`src/rtl/dmem_arb.sv`:
```
// dmem_arb: round-robin two-master arbiter and byte/half/word access formatter for the dmem RAM
module dmem_arb #(
    parameter int ADDR_WIDTH = 12
) (
    input  logic                    clk,
    input  logic                    rst,
    input  logic                    m0_req,
    input  logic                    m0_we,
    input  logic [ADDR_WIDTH+1:0]   m0_addr,
    input  logic [1:0]              m0_size,
    input  logic                    m0_unsigned,
    input  logic [31:0]             m0_wdata,
    output logic                    m0_gnt,
    output logic                    m0_done,
    output logic [31:0]             m0_rdata,
    output logic                    m0_err,
    input  logic                    m1_req,
    input  logic                    m1_we,
    input  logic [ADDR_WIDTH+1:0]   m1_addr,
    input  logic [1:0]              m1_size,
    input  logic                    m1_unsigned,
    input  logic [31:0]             m1_wdata,
    output logic                    m1_gnt,
    output logic                    m1_done,
    output logic [31:0]             m1_rdata,
    output logic                    m1_err,
    output logic                    mem_we,
    output logic [3:0]              mem_byte_en,
    output logic [ADDR_WIDTH-1:0]   mem_addr_w,
    output logic [31:0]             mem_wdata,
    output logic                    mem_ren,
    output logic [ADDR_WIDTH-1:0]   mem_addr_r,
    input  logic [31:0]             mem_rdata
);
    logic last_q, last_d;
    logic rv_q, rv_d, rid_q, rid_d, rwe_q, rwe_d, runs_q, runs_d, rerr_q, rerr_d;
    logic [1:0] rsize_q, rsize_d, roff_q, roff_d;
    logic g0, g1, gnt, sel_we, sel_uns, mis, act;
    logic [ADDR_WIDTH+1:0] sel_addr;
    logic [1:0] sel_size, off;
    logic [31:0] sel_wdata, sh, rd;
    always_comb begin
        g0 = !rst && m0_req && (!m1_req || last_q);
        g1 = !rst && m1_req && !g0;
        gnt = g0 || g1;
        sel_we = g1 ? m1_we : m0_we;
        sel_uns = g1 ? m1_unsigned : m0_unsigned;
        sel_addr = g1 ? m1_addr : m0_addr;
        sel_size = g1 ? m1_size : m0_size;
        sel_wdata = g1 ? m1_wdata : m0_wdata;
        off = sel_addr[1:0];
        mis = (sel_size == 2'b01 && off[0]) || (sel_size[1] && off != 2'b00);
        act = gnt && !mis;
        mem_we = act && sel_we;
        mem_ren = act && !sel_we;
        mem_addr_w = act ? sel_addr[ADDR_WIDTH+1:2] : '0;
        mem_addr_r = mem_addr_w;
        mem_byte_en = !mem_we ? 4'b0000 :
                      sel_size == 2'b00 ? 4'b0001 << off :
                      sel_size == 2'b01 ? 4'b0011 << off : 4'b1111;
        mem_wdata = !mem_we ? 32'h0 :
                    sel_size == 2'b00 ? {4{sel_wdata[7:0]}} :
                    sel_size == 2'b01 ? {2{sel_wdata[15:0]}} : sel_wdata;
        last_d = gnt ? g1 : last_q;
        rv_d = gnt;
        rid_d = g1;
        rwe_d = gnt && sel_we;
        runs_d = gnt && sel_uns;
        rsize_d = gnt ? sel_size : 2'b00;
        roff_d = gnt ? off : 2'b00;
        rerr_d = gnt && mis;
        sh = mem_rdata >> {roff_q, 3'b000};
        rd = (!rv_q || rwe_q || rerr_q) ? 32'h0 :
             rsize_q == 2'b00 ? {{24{!runs_q && sh[7]}}, sh[7:0]} :
             rsize_q == 2'b01 ? {{16{!runs_q && sh[15]}}, sh[15:0]} : sh;
        m0_gnt = g0;
        m1_gnt = g1;
        m0_done = rv_q && !rid_q;
        m1_done = rv_q && rid_q;
        m0_err = m0_done && rerr_q;
        m1_err = m1_done && rerr_q;
        m0_rdata = m0_done ? rd : 32'h0;
        m1_rdata = m1_done ? rd : 32'h0;
    end
    always_ff @(posedge clk or posedge rst) begin
        if (rst) begin
            last_q <= 1'b1;
            rv_q <= 1'b0;
            rid_q <= 1'b0;
            rwe_q <= 1'b0;
            runs_q <= 1'b0;
            rsize_q <= 2'b00;
            roff_q <= 2'b00;
            rerr_q <= 1'b0;
        end else begin
            last_q <= last_d;
            rv_q <= rv_d;
            rid_q <= rid_d;
            rwe_q <= rwe_d;
            runs_q <= runs_d;
            rsize_q <= rsize_d;
            roff_q <= roff_d;
            rerr_q <= rerr_d;
        end
    end
endmodule

```
`config.mk`:
```
export PLATFORM = sky130hd
export DESIGN_NAME = dmem_arb
export DESIGN_NICKNAME = d
export VERILOG_FILES = /design/src/rtl/dmem_arb.sv
export SDC_FILE = /design/constraint.sdc
export NUM_CORES = 1
export LEC_CHECK = 0
export CAP_MARGIN = 0
export CORE_MARGIN = 4
export CORE_UTILIZATION = 28
export CTS_BUF_LIST = sky130_fd_sc_hd__clkbuf_2
export CTS_CLUSTER_SIZE = 40
export DETAILED_ROUTE_END_ITERATION = 16
export PLACE_DENSITY = 0.82
export SLEW_MARGIN = 30
export SYNTH_ARGS = -nofsm -noshare
export SYNTH_HDL_FRONTEND = slang
export SYNTH_SLANG_ARGS = --single-unit
```
`constraint.sdc`:
```
create_clock -name clk -period 3.3 [get_ports clk]
set_input_delay 0.33 -clock clk [delete_from_list [all_inputs] [get_ports clk]]
set_output_delay 0.33 -clock clk [all_outputs]
set_load 0.02 [all_outputs]
```
### Word-level counts from Yosys, hierarchy flattened

Index checks and enable logic that the tools add are counted.

* register bits: 10
* output and inout bits: 132
* logic and storage cells: 66

* eq/ne operators: 2
* shift operators: 3
* mux-type cells: 19
* reductions and logical operators: 34

Operators by type and width (count)
* $mux 32: 9
* $shr 32x5->32: 1
* $logic_and 1x1->1: 18
* $mux 14: 1
* $mux 12: 1
* $mux 4: 3
* $logic_not 1->1: 8
* $mux 2: 3
* $logic_or 1x1->1: 5
* $eq 2x1->1 const B: 2
* $logic_not 2->1: 2
* $shl 1x2->4 const A: 1
* $shl 2x2->4 const A: 1
* $mux 1: 2
* $reduce_bool 2->1: 1

### Longest topological paths before layout

* depth in word-level cells: 13
* depth in mapped cells: 11

### Worst setup path after synthesis

Ideal clock, no wire load.

* path type: input -> output
* start: input rst
* end: output mem_addr_w[10]
* arrival: 2.612 ns
* data required time: 2.970 ns
* setup slack: 0.358 ns
* cell stages on the path: 11
* path through: inv_1 > nand2_4 > inv_2 > buf_6 > mux2i_1 > ha_1 > o21a_1 > o21ai_1 > buf_2 > a21oi_1 > buf_4

* cells in the longest elaborated chain, start to end: 12
* elaborated cells between the ends (all ways): 17
* those cells by class: eq/ne (1); mux (3); reduce/logical (13)

RTL lines
* start: declaration: line 6 `input logic rst,`
* $logic_not 1->1 (no source line) *
* $logic_and 1x1->1 (2 in a row): line 43 `g0 = !rst && m0_req && (!m1_req || last_q);`
* $logic_not 1->1: line 44 `g1 = !rst && m1_req && !g0;`
* $logic_and 1x1->1: line 44
* $mux 2 or $mux 14 (tied branches): line 49, 48
* $eq 2x1->1 or $reduce_bool 2->1 (tied branches): line 52 `mis = (sel_size == 2'b01 && off[0]) || (sel_size[1] && off != 2'b00);`
* $logic_and 1x1->1: line 52
* $logic_or 1x1->1: line 52
* $logic_not 1->1: line 53 `act = gnt && !mis;`
* $logic_and 1x1->1: line 53
* $mux 12 *: line 56 `mem_addr_w = act ? sel_addr[ADDR_WIDTH+1:2] : '0;`
* end: declaration: line 29 `output logic [ADDR_WIDTH-1:0] mem_addr_w,`

Every way passes the cells marked *; elsewhere a longest branch is shown, timed or not.

### Worst setup path in the final report

* start: input m1_req
* end: output mem_wdata[3]

* cells in the longest elaborated chain, start to end: 13
* elaborated cells between the ends (all ways): 23
* those cells by class: eq/ne (1); mux (7); reduce/logical (15)

RTL lines
* start: declaration: line 17 `input logic m1_req,`
* $logic_not 1->1: line 43
* $logic_or 1x1->1: line 43
* $logic_and 1x1->1: line 43
* $logic_not 1->1: line 44
* $logic_and 1x1->1: line 44
* $mux 2 or $mux 14 (tied branches): line 49, 48
* $eq 2x1->1 or $reduce_bool 2->1 (tied branches): line 52
* $logic_and 1x1->1: line 52
* $logic_or 1x1->1: line 52
* $logic_not 1->1: line 53
* $logic_and 1x1->1: line 53
* $logic_and 1x1->1: line 54 `mem_we = act && sel_we;`
* $mux 32 *: line 61 `mem_wdata = !mem_we ? 32'h0 :`
* end: declaration: line 30 `output logic [31:0] mem_wdata,`

Marks and branches as above.

==> metrics.cfg <==
[pwr]
leakage_nw = 3.14
p_sw_w = 0.000469
switching_share = 0.441
total_power_w = 0.00106
p_int_w = 0.000595
clockPowerShare = 0.062
power-per-cell-area_nw_per_um2 = 177
pwr-share-comb = 0.803
vdd_ir_drop_max_mv = 0.0658
seq_power_share = 0.135

[yosys]
yosys.area.top_type_share = 0.134
synthTopCellsByCount = 105 x nor2_1, 75 x nand2_1, 40 x a21oi_1, 34 x mux2i_1, 19 x buf_4
yosys.cell_count.top_type = nor2_1
ys.flop_type = dfrtp_1
syn-num-nets = 607
netlist_instances = 468
yosys-top-cells-area = nor2_1 13%, mux2i_1 12%, nand2_1 9.6%, dfrtp_1 7.6%, mux2_2 6.9%
synth.avg_cell_area_sq_um = 6.30
ys_warn_count = 0
synth_area_sq_um = 2950
yosys.area.top_type = nor2_1
synth_edf_count = 0
synthDistinctLibCells = 53
synth-async-reset-ratio = 1.00
seq_area_frac_synth = 0.0854
ys_seq_elements = 10

[sta]
finClkSkew_ns = 0.000370
period_minus_slack_ns = 3.17
tightestPinTransition_ns = 0.564
whs_ns = 0.522
slew_violations = 0
fmax_ghz = 0.315
slew_headroom = 0.624
fin_crit_sh = 0.961
hold_violations = 0
finalSetupViolCount = 0

[critical_path]
critical_path_required_ns = 2.97
critPathKind = input pin to output pin
worstSetupStartpointType = input pin
crit_arrival_ns = 2.84
crit_fanout = 29
end_kind = output pin

[cts]
cts_sinks = 10
cts_root_buffer = clkbuf_2
cts_made_buffers = 3
cts_tree = done
insertion_delay_ns = 0.23
htreeDepth = 1
clockBufferDepth = 2
cts_hold_buf = 0
cts.clk_slew.worst_paths_ns = 0.08
postCtsSetupRepairBufs = 0

[die]
die_area_sq_um = 12200
die_w_um = 111
io_pins = 268
initial_core_util = 0.287
fp-row-count = 37
core-area_sq_um = 10300
dieHeight_um = 111

[grt]
grt_max_degree = 52
grt_pass1_wl_mm = 24.3
busiest_layer = met2
globalRouteMet3Util = 0.0679
grt_use_met1 = 0.243
grt_use_met2 = 0.464
grt_pass1_vias = 4661
groute.usage.overall = 0.243
grt_overflow = 0
antenna_found_initial = 3

[drt]
drt_iter0_drc = 270
wl_mm = 16.1
dr.pass1.iters = 4
drc = 0
post_drt_wl_per_cell_um = 18.4
vias = 4480
final_antenna_net_count = 0
viasPerCell = 5.13

[finish]
final_util = 0.585
syn_to_final_growth_pct = 104
final_cell_area_sq_um = 6010
multiInputGateArea_sq_um = 2320
fillers = 995
layout-drive-gt1-share = 0.113
nNetsFinal = 875
seq_area_sq_um = 251

[run_status]
status = complete, no violations

[place]
port_buffers = 267
dp_hpwl_mm = 13.8
place_congestion = 0.909
dpl_cell_area_sq_um = 5880

[flow_run]
timing.max_cap.violations = 0

[min_path]
hold_path.class = flop to flop

-- layout make-up --
cell class / instances / share of cell area
Timing Repair Buffer: 311 / 0.526
Multi-Input combinational cell: 390 / 0.387
Sequential cell: 10 / 0.0418
Tap cell: 136 / 0.0283
Inverter: 20 / 0.0125
Clock buffer: 4 / 0.00333
Antenna cell: 2 / 0.000833
-- path summary, 6_finish.rpt --
kind                         from           end  slack (ns)  cells past startpoint
setup / recovery           m1_req  mem_wdata[3]        0.13                     11
hold / removal             last_q        last_q        0.52                      2
setup reg to reg           last_q        rerr_q        1.55                      7
hold reg to reg            last_q        last_q        0.52                      2
max in group asynchronous     rst        last_q        2.54                      3
min in group asynchronous     rst     roff_q[1]        0.56                      3
-- worst max-delay path, stage by stage --
cell and delay (ns):
clkdlybuf4s50_1 0.48, a21boi_4 0.21, nand2_4 0.09, inv_2 0.06, mux2i_1 0.24, ha_1 0.22, o21a_1 0.17, o21ai_2 0.10
buf_12 0.19, nor2_1 0.13, clkdlybuf4s50_1 0.62
-- registers in the layout, indices dropped and copies added (netlist names) --
signal,flops
rsize_q,2
rerr_q,1
rwe_q,1
rv_q,1
rid_q,1
last_q,1
runs_q,1
roff_q,2
-- layout by cell type (no fill, tap or decap), types with 17 or more instances in the layout --
cell type | Yosys | final
dlymetal6s2s_1 | 0 | 39
nand2_1 | 75 | 75
mux2i_1 | 34 | 34
a21oi_1 | 40 | 40
buf_4 | 19 | 39
inv_1 | 18 | 17
clkdlybuf4s50_1 | 0 | 209
mux2_2 | 18 | 18
nor2_1 | 105 | 105
dlygate4sd2_1 | 0 | 18
-- cells by family after synthesis --
| group | Yosys count | share of synthesized area |
|---|---|---|
| buffers and inverters | 68 | 0.126 |
| AOI/OAI and AO/OA | 104 | 0.241 |
| adders and majority gates | 3 | 0.0127 |
| and+or+nand+nor | 230 | 0.348 |
| DFF | 10 | 0.0854 |
| xor gates and xnor gates | 1 | 0.00297 |
| muxes | 52 | 0.184 |
-- what timing repair did --
item | in CTS | in global routing
cloned | 0 | 1
gates resized for setup | 19 | 40
pin swaps | 0 | 0
endpoints found under the setup margin | 33 | 40
-- metal layers --
layer / routed length, um / vias up / part of all wire
met2: 8460 / 257 / 0.53
met3: 1450 / 47 / 0.090
met5: 12 / - / 0.00075
met4: 665 / 2 / 0.041
li1: - / 2143 / -
met1: 5500 / 2031 / 0.34
-- per-stage QoR --
stage	worst slack, ns	setup TNS, ns	instances
after floorplan	0.358	0	468
after global placement	0.0480	0	866
after detailed placement	-0.0197	-0.172	866
after CTS	0.000835	0	870
after global routing	-0.00842	-0.00900	873
final	0.128	0	873
-- power groups by stage --
| stage | Clock, W | Combinational (W) | Sequential (W) |
|---|---|---|---|
| after detailed placement | 0 | 0.000856 | 0.000146 |
| after global routing | 0.0000790 | 0.000915 | 0.000146 |
| after floorplan | 0 | 0.000423 | 0.000142 |
| final | 0.0000663 | 0.000854 | 0.000143 |
| after global placement | 0 | 0.000849 | 0.000146 |
| after CTS | 0.0000695 | 0.000852 | 0.000144 |
Note: power is estimated with default switching activity, not from simulation.
==> variant: new RTL, same flow settings <==
Put a register stage on the output `m1_err`, cleared by the reset. The value now appears one clock later. The other outputs are not delayed to match.
--- a/src/rtl/dmem_arb.sv
+++ b/src/rtl/dmem_arb.sv
@@ -33,4 +33,6 @@
     input  logic [31:0]             mem_rdata
 );
+
+    logic m1_err_d;
     logic last_q, last_d;
     logic rv_q, rv_d, rid_q, rid_d, rwe_q, rwe_d, runs_q, runs_d, rerr_q, rerr_d;
@@ -79,5 +81,5 @@
         m1_done = rv_q && rid_q;
         m0_err = m0_done && rerr_q;
-        m1_err = m1_done && rerr_q;
+        m1_err_d = m1_done && rerr_q;
         m0_rdata = m0_done ? rd : 32'h0;
         m1_rdata = m1_done ? rd : 32'h0;
@@ -104,4 +106,12 @@
         end
     end
+    always_ff @(posedge clk or posedge rst) begin
+        if (rst) begin
+            m1_err <= '0;
+        end else begin
+            m1_err <= m1_err_d;
+        end
+    end
+
 endmodule
 
Formal check against the unedited RTL: not equivalent (a bounded check fails within 4 cycles, from zero or initial values and one cycle with rst high).
==> variant against the unedited design <==
Utilization shrank 1.7 points. Synthesized area shrank 0.21%. Total power shrank 0.73%. Clock skew grew 0.0043 ns. Final cell count shrank 0.11%. Synthesized cell count grew 0.21%. Design area shrank 2.9%. Setup slack gained 0.071 ns. Sequential cell count grew 1. Routed wire length shrank 2.6%. Sequential share of layout area grew 0.57 points. Critical path type unchanged. Critical endpoint is now mem_wdata[10].
==> variant: results (changes against the unedited design) <==
[placed_design]
hpwl_microns=13390  ; -2.7%
routabilityCongestion=0.8655  ; -4.7%
dp.cells=864  ; -0.23%
post_dp_cell_area_sq_um=5844  ; -0.55%

[min_path]
hold_path_class=primary input to async pin

[synth]
synth_top_area_share_pct=13.40  ; +0.028 points
ys_top_cells_by_area=nor2_1 13%, mux2i_1 12%, nand2_1 9.6%, dfrtp_1 8.5%, mux2_2 6.9%
syn_inst=469  ; +0.21%

[pwr]
switching_share_pct=44.78  ; +0.68 points
p_sw_mw=0.4729  ; +0.79%
ir_drop_mv=0.07606  ; +16%
p_leak_nw=2.716  ; -14%

[grt]
grt_max_degree=41  ; -21%
grtUsageMet3_pct=4.712  ; -2.1 points
grt_pass1_wl_microns=23870  ; -1.8%
track_usage_pct=23.77  ; -0.48 points
grt_pass1_vias=4625  ; -0.77%
grt_util_met2_pct=46.80  ; +0.44 points
met1_usage_pct=23.61  ; -0.73 points
antenna_found_initial=4  ; +1

[layout]
stdcell_count=872  ; -0.11%
final_nets=872  ; -0.34%
multi_input_area_sq_um=2318  ; -0.27%

[detailed_routing]
wl_met1_microns=5442  ; -1.1%
wl_per_cell_microns=17.97  ; -2.5%
met3_length_microns=1256  ; -13%
first_pass_iters=7  ; +3
maxUsedRoutingLayer=met4
drt_iter0_drc=290  ; +7.4%
vias=4458  ; -0.49%

[critical_path]
worstRegToRegCells=8  ; +1
cp_max_fo=10  ; -66%
ff2ff_setup_slack_ns=1.49  ; -0.06 ns
cp_slowest_stage_delay_ns=0.48  ; -0.14 ns

[timing]
fmax_mhz=322.5  ; +2.3%
slew_headroom_pct=61.95  ; -0.42 points
skew_ns=0.004648  ; +0.004278 ns
hold-worst-slack_ns=0.4521  ; -0.06945 ns

[clock_network]
post_cts_resized=53  ; +34
clk_latency_ns=0.25  ; +0.02 ns

[status]
status=complete, no violations

-- variant: changes by cell type after synthesis, moves of 2 or more --
cell	unedited run	this run
clkbuf_1	12	14
buf_2	11	14
buf_6	4	2
buf_4	19	17
-- variant: area by class of cell --
| class | instances | share of cell area (%) |
|---|---|---|
| clock buffers | 4 | 0.3431 |
| diodes | 4 | 0.1715 |
| flip-flops and latches | 11 | 4.760 |
| well taps | 136 | 2.916 |
| multi-input cells | 390 | 39.73 |
| inverters | 20 | 1.286 |
| repair buffers | 307 | 50.79 |
-- variant: cells by family (layout without fill, tap and decap cells) --
kind of cell / Yosys count / in the layout / synth area share, %
buffers and inverters: 68 / 331 / 11.96
adders and majority gates: 3 / 3 / 1.277
AOI/OAI and AO/OA: 104 / 104 / 23.92
muxes: 52 / 52 / 18.47
DFF: 11 / 11 / 9.404
xor gates and xnor gates: 1 / 1 / 0.2979
other: 0 / 4 / 0
and+or+nand+nor: 230 / 230 / 34.68
